<file path="src/rtl/game_sequencer.sv">
// Game-flow controller for the 2x2 tile board: arbitrates direction pulses into
// merge-engine requests, spawns tiles from an LFSR and decides win/lose.
// Optional build macro UNDO_EN adds a one-level undo (undo_flag input).
module game_sequencer #(
  parameter logic [2:0] WIN_EXP     = 3'd7,
  parameter int         ACK_TIMEOUT = 16,
  parameter logic [7:0] LFSR_SEED   = 8'hB5
) (
  input  logic        clk,
  input  logic        rst_sw,
  input  logic        start,
  input  logic        restart_flag,
  input  logic [3:0]  act_flag,
`ifdef UNDO_EN
  input  logic        undo_flag,
`endif
  output logic        mv_req,
  output logic [1:0]  mv_dir,
  output logic [11:0] mv_board_out,
  input  logic        mv_ack,
  input  logic [11:0] mv_board_in,
  input  logic        mv_changed,
  output logic [11:0] board,
  output logic [1:0]  game_status,
  output logic [7:0]  move_cnt,
  output logic        timeout_err
);

  localparam int TW = $clog2(ACK_TIMEOUT + 1);
  localparam logic [TW-1:0] TMO_LAST = TW'(ACK_TIMEOUT - 1);

  typedef enum logic [2:0] {
    S_IDLE, S_INIT, S_SPAWN, S_CHECK, S_WAIT, S_REQ, S_WIN, S_LOSE
  } state_t;

  state_t          state_r;
  logic [11:0]     board_r;
  logic [1:0]      status_r;
  logic [7:0]      move_cnt_r;
  logic            mv_req_r;
  logic [1:0]      mv_dir_r;
  logic            timeout_err_r;
  logic [7:0]      lfsr_r;
  logic [TW-1:0]   tmo_cnt_r;
  logic [1:0]      spawn_left_r;
`ifdef UNDO_EN
  logic [11:0]     prev_board_r;
  logic            prev_valid_r;
`endif

  // First empty cell scanning upward from lfsr[1:0] gets a 1 (or a 2 when lfsr[7:5]==0)
  function automatic logic [11:0] spawn_tile(input logic [11:0] b, input logic [7:0] l);
    logic [11:0] r;
    logic        done;
    logic [1:0]  idx;
    r    = b;
    done = 1'b0;
    for (int k = 0; k < 4; k++) begin
      idx = l[1:0] + 2'(k);
      if (!done && (b[int'(idx)*3 +: 3] == 3'd0)) begin
        r[int'(idx)*3 +: 3] = (l[7:5] == 3'd0) ? 3'd2 : 3'd1;
        done = 1'b1;
      end
    end
    return r;
  endfunction

  function automatic logic has_win(input logic [11:0] b);
    logic w;
    w = 1'b0;
    for (int i = 0; i < 4; i++) begin
      if (b[i*3 +: 3] == WIN_EXP) w = 1'b1;
    end
    return w;
  endfunction

  function automatic logic is_stuck(input logic [11:0] b);
    logic full;
    logic pair;
    full = (b[2:0] != 3'd0) && (b[5:3] != 3'd0) && (b[8:6] != 3'd0) && (b[11:9] != 3'd0);
    pair = (b[2:0] == b[5:3]) || (b[8:6] == b[11:9]) ||
           (b[2:0] == b[8:6]) || (b[5:3] == b[11:9]);
    return full && !pair;
  endfunction

  function automatic logic [1:0] pick_dir(input logic [3:0] f);
    if (f[0])      return 2'd0;
    else if (f[1]) return 2'd1;
    else if (f[2]) return 2'd2;
    else           return 2'd3;
  endfunction

  // Free-running tile-placement LFSR, x^8+x^6+x^5+x^4+1
  always_ff @(posedge clk or posedge rst_sw) begin
    if (rst_sw) lfsr_r <= LFSR_SEED;
    else        lfsr_r <= {lfsr_r[6:0], lfsr_r[7] ^ lfsr_r[5] ^ lfsr_r[4] ^ lfsr_r[3]};
  end

  // Game-flow state machine with all outputs registered
  always_ff @(posedge clk or posedge rst_sw) begin
    if (rst_sw) begin
      state_r       <= S_IDLE;
      board_r       <= 12'd0;
      status_r      <= 2'b00;
      move_cnt_r    <= 8'd0;
      mv_req_r      <= 1'b0;
      mv_dir_r      <= 2'd0;
      timeout_err_r <= 1'b0;
      tmo_cnt_r     <= '0;
      spawn_left_r  <= 2'd0;
`ifdef UNDO_EN
      prev_board_r  <= 12'd0;
      prev_valid_r  <= 1'b0;
`endif
    end else if (restart_flag) begin
      // Abandons any request in flight; a later ack lands outside S_REQ and is dropped
      mv_req_r  <= 1'b0;
      tmo_cnt_r <= '0;
      if (start) begin
        state_r <= S_INIT;
      end else begin
        board_r  <= 12'd0;
        status_r <= 2'b00;
        state_r  <= S_IDLE;
      end
    end else begin
      case (state_r)
        S_IDLE: begin
          if (start) state_r <= S_INIT;
        end
        S_INIT: begin
          board_r       <= 12'd0;
          move_cnt_r    <= 8'd0;
          timeout_err_r <= 1'b0;
          status_r      <= 2'b01;
          spawn_left_r  <= 2'd2;
          state_r       <= S_SPAWN;
`ifdef UNDO_EN
          prev_valid_r  <= 1'b0;
`endif
        end
        S_SPAWN: begin
          board_r <= spawn_tile(board_r, lfsr_r);
          case (spawn_left_r)
            2'd2:    spawn_left_r <= 2'd1;
            2'd1: begin
              spawn_left_r <= 2'd0;
              state_r      <= S_WAIT;
            end
            default: state_r <= S_CHECK;
          endcase
        end
        S_CHECK: begin
          if (has_win(board_r)) begin
            status_r <= 2'b10;
            state_r  <= S_WIN;
          end else if (is_stuck(board_r)) begin
            status_r <= 2'b11;
            state_r  <= S_LOSE;
          end else begin
            state_r  <= S_WAIT;
          end
        end
        S_WAIT: begin
          if (!start) begin
            status_r <= 2'b00;
            state_r  <= S_IDLE;
          end
`ifdef UNDO_EN
          else if (undo_flag && prev_valid_r) begin
            board_r      <= prev_board_r;
            move_cnt_r   <= (move_cnt_r != 8'd0) ? move_cnt_r - 8'd1 : 8'd0;
            prev_valid_r <= 1'b0;
          end
`endif
          else if (act_flag != 4'd0) begin
            mv_dir_r  <= pick_dir(act_flag);
            mv_req_r  <= 1'b1;
            tmo_cnt_r <= '0;
            state_r   <= S_REQ;
          end
        end
        S_REQ: begin
          if (mv_ack) begin
            mv_req_r <= 1'b0;
            if (mv_changed) begin
              board_r      <= mv_board_in;
              move_cnt_r   <= (move_cnt_r == 8'd255) ? 8'd255 : move_cnt_r + 8'd1;
              spawn_left_r <= 2'd0;
              state_r      <= S_SPAWN;
`ifdef UNDO_EN
              prev_board_r <= board_r;
              prev_valid_r <= 1'b1;
`endif
            end else begin
              state_r <= S_CHECK;
            end
          end else if (tmo_cnt_r == TMO_LAST) begin
            mv_req_r      <= 1'b0;
            timeout_err_r <= 1'b1;
            state_r       <= S_WAIT;
          end else begin
            tmo_cnt_r <= tmo_cnt_r + TW'(1);
          end
        end
        S_WIN: begin
          if (!start) begin
            status_r <= 2'b00;
            state_r  <= S_IDLE;
          end
        end
        S_LOSE: begin
          if (!start) begin
            status_r <= 2'b00;
            state_r  <= S_IDLE;
          end
`ifdef UNDO_EN
          else if (undo_flag && prev_valid_r) begin
            board_r      <= prev_board_r;
            move_cnt_r   <= (move_cnt_r != 8'd0) ? move_cnt_r - 8'd1 : 8'd0;
            prev_valid_r <= 1'b0;
            status_r     <= 2'b01;
            state_r      <= S_WAIT;
          end
`endif
        end
        default: begin
          mv_req_r <= 1'b0;
          status_r <= 2'b00;
          state_r  <= S_IDLE;
        end
      endcase
    end
  end

  assign mv_req       = mv_req_r;
  assign mv_dir       = mv_dir_r;
  assign mv_board_out = board_r;
  assign board        = board_r;
  assign game_status  = status_r;
  assign move_cnt     = move_cnt_r;
  assign timeout_err  = timeout_err_r;

endmodule

</file>
<file path="config.mk">
export PLATFORM = sky130hd
export DESIGN_NAME = game_sequencer
export DESIGN_NICKNAME = d
export VERILOG_FILES = /design/src/rtl/game_sequencer.sv
export SDC_FILE = /design/constraint.sdc
export NUM_CORES = 1
export LEC_CHECK = 0
export CAP_MARGIN = 10
export CORE_ASPECT_RATIO = 0.9
export CORE_UTILIZATION = 54
export CTS_CLUSTER_DIAMETER = 60
export DETAILED_ROUTE_END_ITERATION = 10
export PLACE_DENSITY = 0.78
export SETUP_SLACK_MARGIN = 0.15
export SYNTH_ARGS = -nofsm -noshare
export SYNTH_HDL_FRONTEND = slang
export SYNTH_SLANG_ARGS = --single-unit
</file>
<file path="constraint.sdc">
create_clock -name clk -period 3.6 [get_ports clk]
set_clock_uncertainty 0.15 [all_clocks]
set_input_delay 0.9 -clock clk [delete_from_list [all_inputs] [get_ports clk]]
set_output_delay 0.9 -clock clk [all_outputs]
set_load 0.02 [all_outputs]
</file>
# == After elaboration in Yosys (flattened, before gate mapping) ==
# Cells that the tools add are included.
# W data, S select, Z words.
# totals
reg_bits,44
latchBits,0
ram_bits,0
romBits,0
input_bits,22
out_inout_bits,38
wordCells,196
n_memories,0
# classes
n_addsub,9
mul,4
div_mod_pow,0
n_lt_le_gt_ge,0
n_eq_ne,37
shifts,12
n_mux,79
n_bitwise,4
n_reduce_logical,41
# ops
op,n
$mux W12,14
$neg A4 Y33,4
$shift A3 B33 Y12 const A,4
$shiftx A3 B33 Y12,4
$shiftx A12 B32 Y3,4
$bwmux W12,4
$pmux W12 S3,1
$ne A3 B3 Y1 const B,9
$mux W1,25
$mux W5,5
$eq A3 B3 Y1 const B,8
$mux W8,3
$mux W2,11
$mux W3,7
$pmux W3 S7,1
$reduce_and A4 Y1,5
$logic_not A3 Y1,6
$reduce_bool A3 Y1,6
$mul A2 B2 Y4 const B,4
$pmux W8 S2,1
$reduce_and A5 Y1,3
$eq A3 B3 Y1,4
$ne A4 B4 Y1 const B,3
$pmux W2 S3,2
26 further kinds,48

# == Longest topological paths before layout ==
# Gate-level depths: netlist of the first run.
# depth
ltp_word,21
depth_mapped,9
depth_no_buf,8

# == Worst setup path after synthesis of the first run ==
# Ideal clock, no wire load.
# synth_timing
path_kind,register to register
start,register lfsr_r[1]
end,register board_r[2] (netlist: board[2])
setup_time_ps,66
arrival_ps,2599
required_ps,3384
slack_ps,785
path_stages_with_launch,10
path_buffers,2
synth_period_minus_slack_ps,2815
cell_sequence,dfrtp_1 -> clkinv_1 -> ha_1 -> clkbuf_1 -> mux4_2 -> buf_2 -> nand3_1 -> o311ai_1 -> a2111oi_0 -> a221o_1
# synth_via
elab_chain_len,21
word_cells_on_any_way,58
classes_between,add/sub: 7; mul: 4; shift: 12; mux: 25; reduce/logical: 10
# synth_rtl
element,line,source
from (decl),43,logic [7:0] lfsr_r;
from (signal assigned),96,"else lfsr_r <= {lfsr_r[6:0], lfsr_r[7] ^ lfsr_r[5] ^ lfsr_r[4] ^ lfsr_r[3]};"
branches (longest 18 deep; another with $neg A4 Y33),-,
$mux W12 (*),60,if (!done && (b[int'(idx)*3 +: 3] == 3'd0)) begin
$pmux W12 S3 (*),127,case (state_r)
$mux W12 (*),115,end else if (restart_flag) begin
to (signal assigned),143,"board_r <= spawn_tile(board_r, lfsr_r);"
to (signal assigned),187,board_r <= mv_board_in;
to (decl),37,logic [11:0] board_r;
# Mark *: on every way between the ends. The select of a mux whose other input is x is not followed.
# A chain may end at the register's enable or synchronous reset.

# == Worst setup path after layout of the first run ==
# layout_timing
start,register lfsr_r[0]
end,register board_r[2] (netlist: board[2])
# The elaborated chain is that of the path after synthesis.

==> results.json, run 1 <==
{
  "post_cts_buffers": 0,
  "rsz0062_at_grt": "false",
  "fmax_mhz": 333,
  "antennaDiodeCount": 0,
  "finalHoldViolCount": 0,
  "drt-wirelength-per-cell_um": 18.9,
  "drive_above_1_share": 0.109,
  "cpPeakStageDelay_ns": 0.53,
  "path_max_fanout": 11,
  "drt_iter0_markers": 216,
  "first_pass_iters": 5,
  "ys_types": 74,
  "area_growth_pct": 18.5,
  "syn-num-nets": 436,
  "die_area_um2": 6870,
  "postRouteAntennaNets": 0,
  "ys_warn_count": 0,
  "via_per_inst": 6.41,
  "start_kind": "flop",
  "io_pins": 60,
  "p_per_area_nw_per_um2": 339,
  "core_area_um2": 6220,
  "cts_root_buf": "clkbuf_8",
  "synthArstFlopShare": 1.00,
  "max_cap_viol_count": 0,
  "clk_latency_ns": 0.31,
  "ir_worst_vdd_mv": 0.155,
  "crit_required_ns": 3.70,
  "synth_cells": 403,
  "crit_path_end_kind": "flop",
  "layout_setup_ws_ns": 0.599,
  "post_dp_cell_area_um2": 4070,
  "synth_top_area_frac": 0.276,
  "grt_pass1_wl_um": 15900,
  "portBuffers": 59,
  "cts_resized": 0,
  "cts_tree": "done",
  "arrival_ns": 3.10,
  "num_rows": 27,
  "synth-compound-area-share": 0.242,
  "grt_max_degree": 45,
  "synth_edf_count": 0,
  "crit_slowest_cell": "dfstp_2",
  "grt_usage": 0.300,
  "synth-seq-cells": 44,
  "status": "finished, final reports clean",
  "synth_xor_area_frac": 0.0372,
  "synth_area_leaders": "dfrtp_1 28%, ha_1 3.9%, dfstp_2 3.7%, a22o_1 3.5%, nand2_1 3.2%",
  "p_leak_nw": 1.71,
  "setup_violations": 0,
  "syn_area_um2": 3530,
  "drt-total-wl_um": 9960,
  "final_cell_area_um2": 4190,
  "clkSlewWorstSetupHoldPaths_ns": 0.09,
  "clock_sinks": 44,
  "htree_levels": 2,
  "synth_top_family_by_area": "compound AO/OA/AOI/OAI gates",
  "hold_path.class": "flop to flop",
  "post-place-ws_ns": 0.505,
  "maxSlewHeadroom": 0.615,
  "cts.hold.buffers_added": 0,
  "syn_avg_cell_area_um2": 8.77,
  "antenna_found_initial": 0,
  "timing.hold.ws_ns": 0.213,
  "period_share": 0.834,
  "worstSetupPathType": "flop to flop",
  "nFillCells": 540,
  "gp_congestion": 0.981,
  "synth_fa_ha_area_frac": 0.0389,
  "grt_overflow": 0,
  "layout_min_cycle_time_ns": 3.00,
  "synth_mux_area_frac": 0.0552,
  "nets": 472,
  "cts_buffer_depth": 2,
  "yosysSeqAreaShare": 0.313,
  "drc": 0,
  "synth_area_leader_cell": "dfrtp_1",
  "ys.flop_type": "dfrtp_1",
  "start_util": 0.569,
  "crit_path_cell_trace": "inv_1 -> ha_1 -> nor2b_1 -> and4_1 -> o31ai_2 -> nand2_2 -> a2111oi_0 -> a221o_1",
  "maxSlewViolCount": 0,
  "dieWidth_um": 87.3,
  "max_slew.worst_pin.slew_ns": 0.578,
  "cts_made_buffers": 5,
  "synth.most_common_cell": "dfrtp_1",
  "synthTopCellsByCount": "39 x dfrtp_1, 30 x nand2_1, 27 x nor2_1",
  "setup-tns-final_ns": 0,
  "via_count": 3378,
  "synth_simple_gate_area_frac": 0.229,
  "grt_pass1_vias": 3122,
  "hpwl_um": 7240,
  "die_y_um": 78.8
}
-- cells in the final DEF, fill, tap and decap left out, types with 6 or more instances in the layout --
master and instances:
clkdlybuf4s50_1 59, xor2_1 12, nand3_1 15, inv_1 14
and3_1 10, o31ai_1 8, mux2i_1 6, clkbuf_8 6
a21oi_1 15, o21ai_0 22, nor2_1 27, dfrtp_1 39
ha_1 11, a221oi_1 8, buf_4 9, nor3_1 17
a31oi_1 7, nand2_1 30, a22o_1 14
-- cells by family after synthesis --
kind of cell / after synthesis
buf+inv: 55
compound gates: 117
simple gates: 147
mux: 14
xor+xnor: 15
fa+ha+maj: 11
flops: 44
-- metrics by stage --
| stage | power, mW | util | instances |
|---|---|---|---|
| floorplan | 0.863 | - | 403 |
| global placement | 0.995 | 0.654 | 519 |
| detailed placement | 1.00 | 0.654 | 519 |
| CTS | 1.42 | 0.674 | 527 |
| global route | 1.48 | 0.674 | 527 |
| finish | 1.42 | 0.674 | 527 |
-- power by group --
group	internal [mW]	switching (mW)	leakage, nW
clock	0.227	0.190	0.0614
combinational	0.180	0.233	1.06
sequential	0.532	0.0559	0.586
-- area by class of cell --
| type | count | area, µm² | area share |
|---|---|---|---|
| clock buffer | 6 | 82.6 | 0.0197 |
| clock inverter | 2 | 38.8 | 0.00926 |
| inverter | 16 | 60.1 | 0.0143 |
| multi-input combinational | 304 | 2130 | 0.509 |
| sequential | 44 | 1110 | 0.264 |
| tap | 87 | 109 | 0.0260 |
| timing repair buffer | 68 | 658 | 0.157 |
-- worst max-delay path: cells and delay by family (launching register included) --
kind                       cells  cell delay, ns
buffers and inverters          1            0.13
and+or+nand+nor                3            0.66
adders and majority gates      1            0.49
AOI/OAI and AO/OA              3            1.00
DFF                            1            0.53
-- final timing paths --
check	start	to	slack, ns	cells past startpoint
setup / recovery	lfsr_r[0]	board[2]	0.60	8
hold / removal	lfsr_r[4]	lfsr_r[5]	0.21	0
setup reg to reg	lfsr_r[0]	board[2]	0.60	8
hold reg to reg	lfsr_r[4]	lfsr_r[5]	0.21	0
max in group asynchronous	rst_sw	move_cnt[4]	2.01	3
min in group asynchronous	rst_sw	board[8]	0.89	3
-- sequential cells by signal (all words and copies together), names as in the netlist --
signal,count
board,12
game_status,2
lfsr_r,8
move_cnt,8
mv_dir,2
mv_req,1
spawn_left_r,2
state_r,3
timeout_err,1
tmo_cnt_r,5
-- routing by layer --
metal  vias to the layer above  GRT usage  share of wire
li1                       1564          -              -
met1                      1605      0.429           0.43
met2                       183      0.449           0.45
met3                        26     0.0447          0.087
met4                         0      0.128          0.030
met5                         -          0              0
No activity file was read; power rests on OpenSTA's default activity.
==> run 2: changes to the inputs <==
- CORE_UTILIZATION: 54 -> 49
- PLACE_DENSITY: 0.78 -> 0.75
- clock period: 3.6 -> 2.45 ns (I/O delays scaled with it)
==> results.json, run 2 (synthesized netlist as in run 1, its figures left out) <==
{
  "post_dp_cell_area_um2": 4610,
  "cts_buffer_depth": 2,
  "hp-start": "lfsr_r[4]",
  "grt_pass1_vias": 3533,
  "drt_iter0_markers": 237,
  "postRouteAntennaNets": 0,
  "crit_family": "simple AND/OR/NAND/NOR gates",
  "start_util": 0.523,
  "p_per_area_nw_per_um2": 430,
  "drc": 0,
  "grt_usage": 0.295,
  "die_y_um": 82.6,
  "maxSlewHeadroom": 0.637,
  "antennaDiodeCount": 0,
  "crit_slowest_cell": "mux4_2",
  "cpPeakStageDelay_ns": 0.56,
  "start_kind": "flop",
  "cts_root_buf": "clkbuf_8",
  "htree_levels": 2,
  "via_per_inst": 6.16,
  "arrival_ns": 2.55,
  "crit_path_cell_trace": "nor3_4 -> nand2_1 -> mux4_2 -> or4_1 -> o31a_1 -> o21ai_2",
  "portBuffers": 59,
  "timing.hold.ws_ns": 0.225,
  "crit_start": "board[7]",
  "io_pins": 60,
  "gp_congestion": 0.978,
  "core_area_um2": 6760,
  "fmax_mhz": 407,
  "violations": "negative setup slack",
  "period_share": 1.00,
  "layout_setup_ws_ns": -0.00408,
  "p_leak_nw": 2.44,
  "finalHoldViolCount": 0,
  "timing.rr.start": "board[7]",
  "post-place-ws_ns": -0.281,
  "num_rows": 28,
  "final_cell_area_um2": 5140,
  "max_cap_viol_count": 0,
  "via_count": 3728,
  "layout_min_cycle_time_ns": 2.45,
  "max_slew.worst_pin.slew_ns": 0.539,
  "drt-total-wl_um": 11200,
  "cts.hold.buffers_added": 0,
  "crit_buf_inv": 0,
  "clk_latency_ns": 0.31,
  "dieWidth_um": 91.5,
  "first_pass_iters": 5,
  "layout_common_cells": "71 x buf_4, 41 x clkdlybuf4s50_1, 28 x nand2_1, 27 x nor2_1, 27 x dfrtp_1",
  "crit_path_end_kind": "flop",
  "grt_max_degree": 45,
  "path_max_fanout": 4,
  "antenna_found_initial": 0,
  "setup_violations": 2,
  "largest_reg_flops": 12,
  "final_util": 0.760,
  "drive_above_1_share": 0.322,
  "maxSlewViolCount": 0,
  "status": "finished, violations left",
  "hold_path.class": "flop to flop",
  "die_area_um2": 7560,
  "grt_overflow": 0,
  "worstSetupPathType": "flop to flop",
  "hpwl_um": 8080,
  "clock_sinks": 44,
  "final_common_cell": "buf_4",
  "rsz0062_at_grt": "true",
  "crit_required_ns": 2.54,
  "cts_made_buffers": 5,
  "area_growth_pct": 45.5,
  "grt_pass1_wl_um": 17400,
  "ir_worst_vdd_mv": 0.267,
  "nets": 547,
  "clkSlewWorstSetupHoldPaths_ns": 0.10,
  "drt-wirelength-per-cell_um": 18.6,
  "cts_tree": "done"
}
-- run 2: report_power, final --
| group | switching [mW] | internal [mW] |
|---|---|---|
| combinational | 0.407 | 0.367 |
| clock | 0.282 | 0.308 |
| sequential | 0.0620 | 0.784 |
| total | 0.751 | 1.46 |
-- run 2: final cells by class --
type / instances / area, µm²
multi-input cells: 304 / 2390
fillers: 464 / 1620
repair buffers: 143 / 1330
flip-flops and latches: 44 / 1120
well taps: 90 / 113
clock buffers: 5 / 68.8
inverters: 16 / 67.6
clock inverters: 3 / 46.3
-- run 2: path summary, 6_finish.rpt --
check                      cells after the start            to  slack (ns)
hold / removal                                 0     lfsr_r[5]        0.22
min in group asynchronous                      3  tmo_cnt_r[3]        0.49
setup / recovery                               6      board[0]      -0.004
max in group asynchronous                      3     lfsr_r[4]        1.36
hold reg to reg                                0     lfsr_r[5]        0.22
setup reg to reg                               6      board[0]      -0.004
-- run 2: per-stage QoR --
| stage | total power [mW] | cells | TNS, ns |
|---|---|---|---|
| floorplan | 1.29 | 403 | 0 |
| global placement | 1.55 | 577 | -2.27 |
| detailed placement | 1.56 | 577 | -2.89 |
| CTS | 2.17 | 599 | 0 |
| global route | 2.31 | 605 | -0.179 |
| finish | 2.21 | 605 | -0.00728 |
-- run 2: worst reg2reg max path: cells and delay by family, from the launching register on --
kind | cells | cell delay (ns)
and+or+nand+nor | 3 | 0.95
muxes | 1 | 0.56
DFF | 1 | 0.47
AOI/OAI and AO/OA | 2 | 0.27
-- run 2: timing repair --
| item | in CTS | in global routing |
|---|---|---|
| resized for setup | 28 | 39 |
| buffers inserted | 14 | 5 |
| endpoints found under the setup margin | 21 | 34 |
| cloned | 0 | 1 |
| pin swaps | 13 | 7 |
-- run 2: routing by layer --
layer | global-route usage | routed length, µm | vias up
met1 | 0.379 | 4800 | 1799
li1 | - | - | 1727
met5 | 0 | 0 | -
met3 | 0.0394 | 767 | 21
met4 | 0.0921 | 206 | 0
met2 | 0.523 | 5470 | 181
